**src/rtl/neokeon_round_ctrl_if.sv**
```systemverilog
// Host-side valid/ready bundle for the NEOKEON round sequencer.
// inDecrypt exists only when NEOKEON_DECRYPT_EN is defined.
interface neokeon_round_ctrl_if;
  logic         inStart;
  logic [127:0] inDataKey;
  logic [127:0] inDataState;
`ifdef NEOKEON_DECRYPT_EN
  logic         inDecrypt;
`endif
  logic         outBusy;
  logic         outValid;
  logic         inReady;
  logic [127:0] outDataState;

  modport master (
    output inStart, inDataKey, inDataState, inReady,
`ifdef NEOKEON_DECRYPT_EN
    output inDecrypt,
`endif
    input  outBusy, outValid, outDataState
  );

  modport slave (
    input  inStart, inDataKey, inDataState, inReady,
`ifdef NEOKEON_DECRYPT_EN
    input  inDecrypt,
`endif
    output outBusy, outValid, outDataState
  );
endinterface

```
**src/rtl/neokeon_round_ctrl.sv**
```systemverilog
// Iterative NEOKEON-128 round sequencer; the round function lives outside.
// Optional decryption path (KEYPREP + backward RC) under NEOKEON_DECRYPT_EN.
module neokeon_round_ctrl #(
  parameter int unsigned ROUNDS      = 16,
  parameter logic [7:0]  RC_INIT     = 8'h80
`ifdef NEOKEON_DECRYPT_EN
  ,
  parameter logic [7:0]  RC_DEC_INIT = 8'hD4
`endif
) (
  input  logic                 inClk,
  input  logic                 inRst,
  neokeon_round_ctrl_if.slave  host,
  output logic [127:0]         outRfState,
  output logic [127:0]         outRfKey,
  output logic [7:0]           outRfRc,
  output logic                 outRfFinal,
`ifdef NEOKEON_DECRYPT_EN
  output logic                 outRfDecrypt,
`endif
  input  logic [127:0]         inRfResult
);

  localparam logic [7:0] CNT_LAST = 8'(ROUNDS - 1);

  typedef enum logic [2:0] {
    S_IDLE,
    S_RUN,
    S_FINAL,
    S_DONE,
    S_KEYPREP
  } state_t;

  state_t       fsm_q;
  logic [127:0] st_q;
  logic [127:0] key_q;
  logic [7:0]   rc_q;
  logic [7:0]   cnt_q;
  logic         busy_q;
  logic         valid_q;
  logic         final_q;

  logic [7:0]   rc_fwd_d;
  logic [7:0]   rc_d;
  logic         last_d;

  assign rc_fwd_d = rc_q[7] ? ({rc_q[6:0], 1'b0} ^ 8'h1B)
                            : {rc_q[6:0], 1'b0};
  assign last_d   = (cnt_q == CNT_LAST);

`ifdef NEOKEON_DECRYPT_EN
  logic       dec_q;
  logic       rfdec_q;
  logic [7:0] rc_bwd_d;
  logic       keyprep_d;

  assign rc_bwd_d  = rc_q[0] ? (((rc_q ^ 8'h1B) >> 1) | 8'h80)
                             : (rc_q >> 1);
  assign rc_d      = dec_q ? rc_bwd_d : rc_fwd_d;
  assign keyprep_d = (fsm_q == S_KEYPREP);

  // KEYPREP reuses the RF as Theta(0,K) to derive the decryption key
  assign outRfState   = keyprep_d ? key_q : st_q;
  assign outRfKey     = keyprep_d ? '0 : key_q;
  assign outRfRc      = keyprep_d ? '0 : rc_q;
  assign outRfDecrypt = rfdec_q;
`else
  assign rc_d       = rc_fwd_d;
  assign outRfState = st_q;
  assign outRfKey   = key_q;
  assign outRfRc    = rc_q;
`endif

  assign outRfFinal        = final_q;
  assign host.outBusy      = busy_q;
  assign host.outValid     = valid_q;
  assign host.outDataState = st_q;

  always_ff @(posedge inClk) begin
    if (inRst) begin
      fsm_q   <= S_IDLE;
      st_q    <= '0;
      key_q   <= '0;
      rc_q    <= RC_INIT;
      cnt_q   <= '0;
      busy_q  <= 1'b0;
      valid_q <= 1'b0;
      final_q <= 1'b0;
`ifdef NEOKEON_DECRYPT_EN
      dec_q   <= 1'b0;
      rfdec_q <= 1'b0;
`endif
    end else begin
      unique case (fsm_q)
        S_IDLE: begin
          if (host.inStart) begin
            st_q   <= host.inDataState;
            key_q  <= host.inDataKey;
            rc_q   <= RC_INIT;
            cnt_q  <= '0;
            busy_q <= 1'b1;
`ifdef NEOKEON_DECRYPT_EN
            dec_q  <= host.inDecrypt;
            if (host.inDecrypt) begin
              fsm_q   <= S_KEYPREP;
              final_q <= 1'b1;
            end else begin
              fsm_q   <= S_RUN;
            end
`else
            fsm_q  <= S_RUN;
`endif
          end
        end
`ifdef NEOKEON_DECRYPT_EN
        S_KEYPREP: begin
          key_q   <= inRfResult;
          rc_q    <= RC_DEC_INIT;
          final_q <= 1'b0;
          rfdec_q <= 1'b1;
          fsm_q   <= S_RUN;
        end
`endif
        S_RUN: begin
          st_q <= inRfResult;
          rc_q <= rc_d;
          if (last_d) begin
            fsm_q   <= S_FINAL;
            final_q <= 1'b1;
          end else begin
            cnt_q <= cnt_q + 8'd1;
          end
        end
        S_FINAL: begin
          st_q    <= inRfResult;
          final_q <= 1'b0;
          valid_q <= 1'b1;
`ifdef NEOKEON_DECRYPT_EN
          rfdec_q <= 1'b0;
`endif
          fsm_q   <= S_DONE;
        end
        S_DONE: begin
          // a new request is only taken once back in IDLE
          if (host.inReady) begin
            valid_q <= 1'b0;
            busy_q  <= 1'b0;
            fsm_q   <= S_IDLE;
          end
        end
        default: fsm_q <= S_IDLE;
      endcase
    end
  end

endmodule

```
**src/flat_wrapper.sv**
```systemverilog
// flat-port wrapper written by rule: the top's interface ports become plain ports
module neokeon_round_ctrl_flat 
#(
  parameter int unsigned ROUNDS      = 16,
  parameter logic [7:0]  RC_INIT     = 8'h80

)
  (inClk, inRst, outRfState, outRfKey, outRfRc, outRfFinal, inRfResult, host_inStart, host_inDataKey, host_inDataState, host_inReady, host_outBusy, host_outValid, host_outDataState);
  neokeon_round_ctrl_if host_i ();
  input  logic inClk;
  input  logic inRst;
  output logic [127:0] outRfState;
  output logic [127:0] outRfKey;
  output logic [7:0] outRfRc;
  output logic outRfFinal;
  input  logic [127:0] inRfResult;
  input wire logic [$bits(host_i.inStart)-1:0] host_inStart;
  input wire logic [$bits(host_i.inDataKey)-1:0] host_inDataKey;
  input wire logic [$bits(host_i.inDataState)-1:0] host_inDataState;
  input wire logic [$bits(host_i.inReady)-1:0] host_inReady;
  output wire logic [$bits(host_i.outBusy)-1:0] host_outBusy;
  output wire logic [$bits(host_i.outValid)-1:0] host_outValid;
  output wire logic [$bits(host_i.outDataState)-1:0] host_outDataState;
  assign host_i.inStart = host_inStart;
  assign host_i.inDataKey = host_inDataKey;
  assign host_i.inDataState = host_inDataState;
  assign host_i.inReady = host_inReady;
  assign host_outBusy = host_i.outBusy;
  assign host_outValid = host_i.outValid;
  assign host_outDataState = host_i.outDataState;
  neokeon_round_ctrl #(.ROUNDS(ROUNDS), .RC_INIT(RC_INIT)) u_core (.inClk(inClk), .inRst(inRst), .host(host_i), .outRfState(outRfState), .outRfKey(outRfKey), .outRfRc(outRfRc), .outRfFinal(outRfFinal), .inRfResult(inRfResult));
endmodule
```
**config.mk**
```make
export PLATFORM = sky130hd
export DESIGN_NAME = neokeon_round_ctrl_flat
export DESIGN_NICKNAME = d
export VERILOG_FILES = /design/src/rtl/neokeon_round_ctrl_if.sv /design/src/rtl/neokeon_round_ctrl.sv /design/src/flat_wrapper.sv
export SDC_FILE = /design/constraint.sdc
export NUM_CORES = 1
export LEC_CHECK = 0
export ABC_AREA = 1
export BUFFER_PORTS_ARGS = -buffer_cell sky130_fd_sc_hd__clkbuf_2
export CORE_AREA = 5 5 300 302
export CTS_CLUSTER_DIAMETER = 150
export CTS_CLUSTER_SIZE = 30
export DETAILED_ROUTE_END_ITERATION = 8
export DIE_AREA = 0 0 305 307
export SLEW_MARGIN = 20
export SYNTH_ARGS = -nofsm -noshare
export SYNTH_HDL_FRONTEND = slang
export SYNTH_SLANG_ARGS = --single-unit
```
**constraint.sdc**
```tcl
create_clock -name inClk -period 2.7 [get_ports inClk]
set_input_delay 0.54 -clock inClk [delete_from_list [all_inputs] [get_ports inClk]]
set_output_delay 0.54 -clock inClk [all_outputs]
set_load 0.005 [all_outputs]
```
==> out/qor.csv, run 1 <==
stage,metric,value,unit
timing,Max-slew headroom,0.630,
clocking,maximum root-to-sink buffer count,3,
floorplanning,area of the die,93600,µm²
run,max_cap viols,0,
setup_path,Critical Setup Path Class,flip-flop to flip-flop,
clocking,Root Driver,clkbuf_16,
clocking,Post-CTS Setup Inserts,0,
floorplanning,IO Pins,783,
yosys,Mapped Nets,2088,
setup_path,CP endpoint,u_core.host.outDataState[47],
yosys,post-synthesis register bit count,277,
clocking,Post-CTS Hold Buffers,0,
global_routing,vias in the first global route,11900,
setup_path,CP arrival,2390,ps
yosys,"EDFF count, synth",0,
yosys,Mean Syn Cell Area,7.35,µm²
timing,Tcrit/Tclk final,0.728,
final_layout,Area growth syn-to-layout,36.4,%
setup_path,CP startpoint,u_core.fsm_q[0],
place,final RePlAce weighted congestion,0.861,
place,dpl hpwl,46.0,mm
clocking,post-CTS sizing,0,
detailed_routing,WL per Instance,16.3,µm
setup_path,startpoint types,flip-flop,
place,setup slack at placement,657,ps
final_layout,final net count,2669,
final_layout,Fillers,9937,
yosys,mapped cell area,12400,µm²
yosys,"Top FF cell, synth",dfxtp_1,
pwr,Max VDD drop,728,µV
floorplanning,site row count,109,
timing,WHS,199,ps
timing,final worst setup slack,735,ps
place,Port Buffers,782,
floorplanning,initial core utilization,0.142,
yosys,Synth cell types,26,
pwr,static leakage,8.49,nW
detailed_routing,drc violations,0,
setup_path,crit end category,flip-flop,
clocking,clk sinks,277,
detailed_routing,total number of vias,12800,
global_routing,Total Routing Usage GR,0.111,
yosys,Synthesis Warnings,0,
pwr,Total Power,19.0,mW
clocking,cts bufs inserted,15,
timing,final setup vio count,0,
setup_path,Reg-to-Reg End,u_core.host.outDataState[47],
detailed_routing,DRT iter0 DRCs,976,
pwr,PD cells,1120,nW/µm²
timing,setup repair after global routing missed its margin,false,
global_routing,initial antenna violation count,8,
floorplanning,die height,307,µm
clocking,Worst-path clk slew,120,ps
timing,fin crit period,1960,ps
clocking,htree depth,1,
clocking,CTS tree,yes,
setup_path,CP required,3120,ps
final_layout,share of layout cells above drive strength 1,0.369,
detailed_routing,Via density,3.71,
timing,final hold violation count,0,
global_routing,global route overflow,0,
detailed_routing,total wire length,56.2,mm
timing,worst clock skew,29.8,ps
yosys,ys async rst share,0,
global_routing,largest net degree at the start of global routing,107,
timing,worst slew pin tran,556,ps
timing,Max Clk Rate,509,MHz
setup_path,CP max FO,56,
min_path,worst hold path type,primary input to flip-flop,
setup_path,R2R setup slack,740,ps
global_routing,first-pass GRT wire length,79.4,mm
timing,max-slew violations,0,
setup_path,R2R cell count,7,
yosys,Mapped Cells,1694,
detailed_routing,1st-pass router iterations,5,
outcome,status,finished clean,
setup_path,r2r startpoint,u_core.fsm_q[0],
clocking,clock latency on the worst-skew pair,540,ps
yosys,sequential element share of the synthesized area,0.446,
floorplanning,core area,87400,µm²
floorplanning,Horiz. Die Dim,305,µm
detailed_routing,Post-DRT Antenna Nets,0,
timing,setup tns final,0,ps
==> worst max-delay path: stages, from the launching register on <==
cell and delay, ps:
dfxtp_1 430, inv_1 120, ha_4 340, buf_12 230, buf_12 240, nor2_1 70, a21oi_1 240, a21oi_1 100
==> metrics by stage <==
| stage | cell area [µm²] | util | cells |
|---|---|---|---|
| after CTS | 17000 | 0.194 | 3444 |
| after global placement | 16500 | 0.188 | 3423 |
| after floorplan | 12400 | - | 1694 |
| after global routing | 17000 | 0.194 | 3444 |
| final | 17000 | 0.194 | 3445 |
| after detailed placement | 16500 | 0.188 | 3423 |
==> state kept, by name (all words and copies together) (netlist names) <==
register	cells
u_core.fsm_q	2
u_core.host.outBusy	1
u_core.host.outValid	1
u_core.outRfFinal	1
u_core.outRfRc	8
u_core.cnt_q	8
u_core.host.outDataState	128
u_core.outRfKey	128
==> placed cells by master, fill, tap and decap left out, types with 2 or more instances in the layout <==
master and count:
a21oi_1 272, buf_12 10, buf_4 16, clkbuf_16 15, clkbuf_2 782, clkinv_16 2, dfxtp_1 277, ha_1 5
inv_1 150, nand2_1 46, nand2_2 2, nand3_1 12, nor2_1 405, nor3_1 2, o21ai_0 151, o21ai_1 115
==> per-layer routing <==
layer	up-vias	global-route usage	share of wire
li1	6498	-	-
met4	10	0.0299	0.028
met2	561	0.180	0.46
met1	5649	0.144	0.43
met3	53	0.0335	0.087
met5	-	0	0.0011
==> power by group <==
group / total, mW / switching (mW) / internal, mW
logic: 9.46 / 5.87 / 3.59
clock network: 2.83 / 1.64 / 1.19
registers: 6.69 / 1.19 / 5.50
total: 19.0 / 8.70 / 10.3
==> cell usage after synthesis, types with 2 or more instances <==
library cell / number / area share
nor2_1: 405 / 0.12
dfxtp_1: 277 / 0.45
a21oi_1: 272 / 0.11
inv_1: 151 / 0.046
o21ai_0: 151 / 0.061
buf_4: 130 / 0.078
o21ai_1: 115 / 0.046
clkbuf_1: 50 / 0.015
nand2_1: 46 / 0.014
buf_6: 35 / 0.032
buf_2: 24 / 0.0097
nand3_1: 12 / 0.0048
ha_1: 6 / 0.0060
buf_1: 4 / 0.0012
inv_2: 3 / 0.00090
nand2_2: 2 / 0.0010
nor3_1: 2 / 0.00080
==> kinds of logic after synthesis <==
logic type / share of synthesized area
compound gates: 0.219
buf+inv: 0.183
simple gates: 0.146
flops: 0.446
fa+ha+maj: 0.00603
xor+xnor: 0.000704
==> worst min-delay path by stage <==
stage	cells after the start	endpoint	startpoint	slack (ps)
after floorplan	1	u_core.cnt_q[0]	u_core.cnt_q[0]	450
after global placement	2	u_core.outRfKey[30]	u_core.outRfKey[30]	460
after detailed placement	2	u_core.outRfKey[25]	u_core.outRfKey[25]	470
after CTS	2	u_core.host.outValid	host_inReady	130
after global routing	2	u_core.host.outValid	host_inReady	170
final	2	u_core.host.outValid	host_inReady	200
==> final cells by class <==
cell class                      count  area, µm²  share of cell area
Clock inverter                      6        130             0.00767
Multi-Input combinational cell   1019       4640               0.273
Tap cell                         1165       1460              0.0859
Clock buffer                       15        375              0.0221
Inverter                          154        592              0.0349
Sequential cell                   277       5550               0.327
Antenna cell                        1       2.50            0.000147
Timing Repair Buffer              808       4230               0.249
Power figures use the tool's default switching activity.
==> inputs of run 2 (changes only) <==
--- a/config.mk
+++ b/config.mk
@@ -7,11 +7,11 @@
 export LEC_CHECK = 0
 export ABC_AREA = 1
 export BUFFER_PORTS_ARGS = -buffer_cell sky130_fd_sc_hd__clkbuf_2
-export CORE_AREA = 5 5 300 302
+export CORE_AREA = 5 5 302 304
 export CTS_CLUSTER_DIAMETER = 150
 export CTS_CLUSTER_SIZE = 30
 export DETAILED_ROUTE_END_ITERATION = 8
-export DIE_AREA = 0 0 305 307
+export DIE_AREA = 0 0 307 309
 export SLEW_MARGIN = 20
 export SYNTH_ARGS = -nofsm -noshare
 export SYNTH_HDL_FRONTEND = slang
==> constraint.sdc (replaced) <==
create_clock -name inClk -period 1.75 [get_ports inClk]
set_input_delay 0.35 -clock inClk [delete_from_list [all_inputs] [get_ports inClk]]
set_output_delay 0.35 -clock inClk [all_outputs]
set_load 0.005 [all_outputs]
==> out/qor.csv, run 2 (same netlist as run 1, synthesis figures left out) <==
stage,metric,value,unit,change
outcome,status,finished clean,,
floorplanning,site row count,109,,unchanged
timing,worst clock skew,21.2,ps,-8.58 ps
setup_path,R2R setup slack,90,ps,-640 ps
min_path,worst hold path type,primary input to flip-flop,,
final_layout,fin area,17700,µm²,+4.2%
detailed_routing,Via density,3.76,,+1.5%
setup_path,crit-path cells,inv_1 > ha_4 > buf_16 > buf_4 > nor2_1 > a21oi_1 > a21oi_1,,
floorplanning,IO Pins,783,,unchanged
timing,Max Clk Rate,604,MHz,+19%
setup_path,most frequent CP cell,a21oi_1,,
global_routing,met1 GRT Util,0.138,,-0.00588
place,setup slack at placement,9.83,ps,-647 ps
pwr,PD cells,1710,nW/µm²,+53%
clocking,CTS tree,yes,,
floorplanning,core area,88000,µm²,+0.62%
pwr,Sw Pwr,13.8,mW,+59%
setup_path,startpoint types,flip-flop,,
detailed_routing,WL per Instance,16.9,µm,+3.5%
timing,Tcrit/Tclk final,0.947,,+0.219
setup_path,CP required,2180,ps,-940 ps
setup_path,crit end category,flip-flop,,
setup_path,CP max FO,32,,-43%
global_routing,largest net degree at the start of global routing,60,,-44%
detailed_routing,drc violations,0,,unchanged
floorplanning,initial core utilization,0.141,,-0.000883
place,DP Area,16900,µm²,+2.5%
timing,setup repair after global routing missed its margin,true,,
timing,setup tns final,0,ps,unchanged
global_routing,first-pass GRT wire length,79.6,mm,+0.25%
timing,final setup vio count,0,,unchanged
clocking,Worst-path clk slew,120,ps,about the same
timing,final worst setup slack,93.1,ps,-642 ps
final_layout,Area growth syn-to-layout,42.2,%,
final_layout,Finished Core Util,0.201,,+0.00698
global_routing,GRT busiest layer,met2,,
global_routing,GR Layer Usage met3,0.0345,,+0.00104
timing,final hold violation count,0,,unchanged
setup_path,R2R cell count,7,,unchanged
clocking,htree depth,1,,unchanged
clocking,clock latency on the worst-skew pair,540,ps,about the same
detailed_routing,total number of vias,13300,,+3.8%
timing,max-slew violations,0,,unchanged
pwr,Sw Ratio,0.458,,-0.000732
setup_path,CP peak stage delay,350,ps,-80 ps
clocking,Root Driver,clkbuf_16,,
setup_path,Critical Setup Path Class,flip-flop to flip-flop,,
pwr,Total Power,30.3,mW,+59%
run,max_cap viols,0,,unchanged
pwr,Clock Power Share,0.121,,-0.028
pwr,static leakage,8.86,nW,+4.4%
place,final RePlAce weighted congestion,0.921,,+7.0%
pwr,Cell Int Power,16.4,mW,+60%
pwr,Flop pwr share,0.344,,-0.009
final_layout,most frequent cells in the layout,"782 x clkbuf_2, 405 x nor2_1, 276 x dfxtp_1",,
final_layout,"most common cell after layout, fill and taps aside",clkbuf_2,,
floorplanning,die height,309,µm,+0.65%
min_path,hold depth,3,,+1
floorplanning,area of the die,94900,µm²,+1.3%
detailed_routing,1st-pass router iterations,5,,unchanged
setup_path,CP arrival,2090,ps,-300 ps
timing,fin crit period,1660,ps,-308 ps
global_routing,vias in the first global route,12200,,+2.8%
timing,Max-slew headroom,0.757,,+0.128
clocking,cts bufs inserted,13,,-2
place,dpl hpwl,48.1,mm,+4.7%
global_routing,initial antenna violation count,5,,-3
global_routing,global route overflow,0,,unchanged
timing,worst slew pin tran,360,ps,-196 ps
clocking,Post-CTS Setup Inserts,0,,unchanged
pwr,Gate power share,0.534,,+0.036
final_layout,multi-input logic area,4670,µm²,+0.70%
clocking,clk sinks,277,,unchanged
detailed_routing,DRT iter0 DRCs,1051,,+7.7%
detailed_routing,Post-DRT Antenna Nets,0,,unchanged
global_routing,Total Routing Usage GR,0.110,,-0.000302
final_layout,Reg area,5550,µm²,about the same
global_routing,M2 GR Usage,0.181,,+0.00165
setup_path,Slowest cell on crit path,dfxtp_1,,
final_layout,share of layout cells above drive strength 1,0.380,,+0.0106
final_layout,Fillers,9942,,+0.050%
place,Port Buffers,782,,unchanged
detailed_routing,total wire length,59.4,mm,+5.8%
pwr,Max VDD drop,929,µV,+28%
clocking,maximum root-to-sink buffer count,3,,unchanged
final_layout,final net count,2748,,+3.0%
floorplanning,Horiz. Die Dim,307,µm,+0.66%
## run 2: critical path, delay by kind of cell (launching register included)
family          cells  cell delay (ps)
simple gates        1               60
buf+inv             3              500
flops               1              350
compound gates      2              270
fa+ha+maj           1              300
## run 2: final timing paths
| check | endpoint | start |
|---|---|---|
| worst min register to register | u_core.outRfRc[4] | u_core.outRfRc[4] |
| worst max register to register | u_core.host.outDataState[54] | u_core.fsm_q[1] |
| worst max-delay path | u_core.host.outDataState[54] | u_core.fsm_q[1] |
| worst min-delay path | u_core.outRfKey[26] | host_inDataKey[26] |
## run 2: final cells by class
type                            instances  share of cell area
Antenna cell                            2            0.000283
Clock buffer                           13              0.0184
Clock inverter                          3             0.00205
Inverter                              154              0.0340
Multi-Input combinational cell       1019               0.264
Sequential cell                       277               0.314
Tap cell                             1165              0.0824
Timing Repair Buffer                  888               0.285
Timing Repair inverter                  1            0.000636
## run 2: repair_timing
item	in CTS	in global routing
resized for setup	1	20
hold buffers	28	0
hold endpoints to repair	28	0
cloned	0	4
setup endpoints to repair	1	72
## run 2: metrics by stage
stage	std cells	hold slack, ps
floorplan	1694	428
global placement	3472	462
detailed placement	3472	470
CTS	3516	1.43
global route	3521	20.0
finish	3522	56.4
## run 2: power groups by stage
| stage | sequential (mW) | clock [mW] | combinational (mW) |
|---|---|---|---|
| after floorplan | 10.1 | 0 | 9.80 |
| after global placement | 10.5 | 0 | 15.5 |
| after detailed placement | 10.6 | 0 | 15.5 |
| after CTS | 10.4 | 3.95 | 15.6 |
| after global routing | 10.7 | 4.10 | 17.9 |
| final | 10.4 | 3.67 | 16.2 |
## run 2: per-layer routing
layer	wire length, µm	vias to the layer above
met2	27400	597
li1	-	6640
met3	5660	72
met4	1900	6
met1	24400	5935
met5	41	-
==> inputs of run 3 (changes only) <==
--- a/config.mk
+++ b/config.mk
@@ -7,11 +7,13 @@
 export LEC_CHECK = 0
 export ABC_AREA = 1
 export BUFFER_PORTS_ARGS = -buffer_cell sky130_fd_sc_hd__clkbuf_2
-export CORE_AREA = 5 5 302 304
+export CORE_AREA = 5 5 298 300
+export CTS_BUF_LIST = sky130_fd_sc_hd__clkbuf_8
 export CTS_CLUSTER_DIAMETER = 150
-export CTS_CLUSTER_SIZE = 30
+export CTS_CLUSTER_SIZE = 28
 export DETAILED_ROUTE_END_ITERATION = 8
-export DIE_AREA = 0 0 307 309
+export DIE_AREA = 0 0 303 305
+export MAX_ROUTING_LAYER = met4
 export SLEW_MARGIN = 20
 export SYNTH_ARGS = -nofsm -noshare
 export SYNTH_HDL_FRONTEND = slang
==> out/qor.csv, run 3 (same netlist as run 1, synthesis figures left out) <==
stage,metric,value,unit,change
setup_path,crit end category,flip-flop,,
setup_path,CP max FO,56,,+75%
global_routing,Total Routing Usage GR,0.118,,+0.00738
setup_path,CP arrival,2180,ps,+90 ps
pwr,static leakage,9.88,nW,+11%
final_layout,final net count,3008,,+9.5%
pwr,Total Power,29.5,mW,-2.4%
floorplanning,core area,85900,µm²,-2.3%
final_layout,Area growth syn-to-layout,62.1,%,
clocking,maximum root-to-sink buffer count,3,,unchanged
floorplanning,IO Pins,783,,unchanged
place,final RePlAce weighted congestion,0.924,,+0.33%
global_routing,largest net degree at the start of global routing,62,,+3.3%
clocking,Root Driver,clkbuf_8,,
timing,Max Clk Rate,611,MHz,+1.2%
place,Port Buffers,782,,unchanged
timing,setup repair after global routing missed its margin,false,,
detailed_routing,drc violations,0,,unchanged
timing,worst clock skew,31.1,ps,+9.86 ps
min_path,worst hold path type,primary input to flip-flop,,
floorplanning,die height,305,µm,-1.3%
clocking,htree depth,1,,unchanged
timing,final setup vio count,0,,unchanged
outcome,status,finished clean,,
detailed_routing,total wire length,57.8,mm,-2.7%
pwr,PD cells,1460,nW/µm²,-14%
global_routing,vias in the first global route,14000,,+14%
floorplanning,Horiz. Die Dim,303,µm,-1.3%
final_layout,"most common cell after layout, fill and taps aside",clkbuf_2,,
setup_path,Critical Setup Path Class,flip-flop to flip-flop,,
detailed_routing,1st-pass router iterations,5,,unchanged
timing,Max-slew headroom,0.603,,-0.155
clocking,cts bufs inserted,14,,+1
global_routing,global route overflow,0,,unchanged
detailed_routing,total number of vias,14300,,+8.0%
timing,max-slew violations,0,,unchanged
clocking,CTS tree,yes,,
detailed_routing,Via density,3.79,,+0.82%
floorplanning,initial core utilization,0.145,,+0.00333
run,max_cap viols,0,,unchanged
clocking,Worst-path clk slew,180,ps,+60 ps
floorplanning,site row count,108,,-0.92%
final_layout,most frequent cells in the layout,"774 x clkbuf_2, 404 x nor2_1, 296 x dlygate4sd3_1",,
final_layout,share of layout cells above drive strength 1,0.341,,-0.0390
timing,final hold violation count,0,,unchanged
clocking,clk sinks,277,,unchanged
floorplanning,area of the die,92400,µm²,-2.6%
setup_path,CP required,2290,ps,+110 ps
final_layout,Fillers,9380,,-5.7%
timing,setup tns final,0,ps,unchanged
setup_path,startpoint types,flip-flop,,
timing,fin crit period,1640,ps,-20.1 ps
detailed_routing,WL per Instance,15.3,µm,-9.2%
global_routing,initial antenna violation count,4,,-1
timing,Tcrit/Tclk final,0.935,,-0.0115
timing,worst slew pin tran,590,ps,+230 ps
detailed_routing,Post-DRT Antenna Nets,0,,unchanged
place,dpl hpwl,44.6,mm,-7.4%
detailed_routing,DRT iter0 DRCs,922,,-12%
clocking,clock latency on the worst-skew pair,600,ps,+60 ps
pwr,Max VDD drop,1130,µV,+22%
global_routing,first-pass GRT wire length,82.6,mm,+3.9%
## run 3: cell count changes in the layout (fill, tap and decap cells not counted), moves of 3 or more
cell and delta:
dlygate4sd3_1 +268, clkbuf_8 +17, clkbuf_16 -16, clkbuf_2 -8
buf_12 +7, buf_4 -7, dfxtp_1 -7, clkbuf_4 +6
dfxtp_2 +6, buf_16 -3
## run 3: report_power, final
group          switching (mW)  internal [mW]
Sequential               1.88           8.50
Combinational            9.20           6.92
Clock                    2.20          0.837
Total                    13.3           16.3
## run 3: repair_timing
action / in CTS / in global routing
hold buffers: 296 / 0
buffers inserted: 0 / 0
endpoints found under the hold margin: 250 / 0
resized for setup: 18 / 6
endpoints found under the setup margin: 18 / 5
cloned: 0 / 0
pin swaps: 0 / 0
## run 3: worst paths after layout
path	endpoint	cells past startpoint	start	slack (ps)
setup reg to reg	u_core.host.outBusy	7	u_core.fsm_q[1]	110
hold reg to reg	u_core.outRfKey[109]	2	u_core.outRfKey[109]	500
hold / removal	u_core.outRfKey[93]	3	host_inDataKey[93]	70
setup / recovery	u_core.host.outBusy	7	u_core.fsm_q[1]	110
## run 3: stage by stage
| step | instances | worst slack, ps | area (µm²) | util | hold WS, ps |
|---|---|---|---|---|---|
| finish | 3774 | 113 | 20200 | 0.235 | 74.4 |
| global route | 3774 | 2.09 | 20200 | 0.235 | 37.3 |
| CTS | 3771 | 1.68 | 20100 | 0.234 | 0.309 |
| detailed placement | 3457 | 126 | 16900 | 0.196 | 470 |
| global placement | 3457 | 111 | 16900 | 0.196 | 462 |
| floorplan | 1694 | 197 | 12400 | - | 428 |
## run 3: layout make-up
cell class | count | area, µm² | area share
repair buffers | 1148 | 7660 | 0.380
flip-flops and latches | 277 | 5560 | 0.276
multi-input cells | 1019 | 4640 | 0.230
well taps | 1155 | 1450 | 0.0717
inverters | 154 | 612 | 0.0303
clock buffers | 15 | 206 | 0.0102
clock inverters | 3 | 37.5 | 0.00186
diodes | 3 | 7.51 | 0.000372
## run 3: worst max-delay path, cell delays in order (launching register included)
cell and delay, ps:
dfxtp_1 350, inv_1 120, ha_4 200, nand2_4 180
inv_4 170, buf_12 260, nand2_1 80, a21oi_1 170
## run 3: routing by layer
| layer | wire length (µm) | GRT usage | up-vias | share of wire |
|---|---|---|---|---|
| met5 | 0 | - | - | 0 |
| met4 | 2880 | 0.0522 | 0 | 0.050 |
| met3 | 4680 | 0.0246 | 107 | 0.081 |
| met2 | 26600 | 0.195 | 653 | 0.46 |
| met1 | 23700 | 0.137 | 6391 | 0.41 |
| li1 | - | - | 7164 | - |
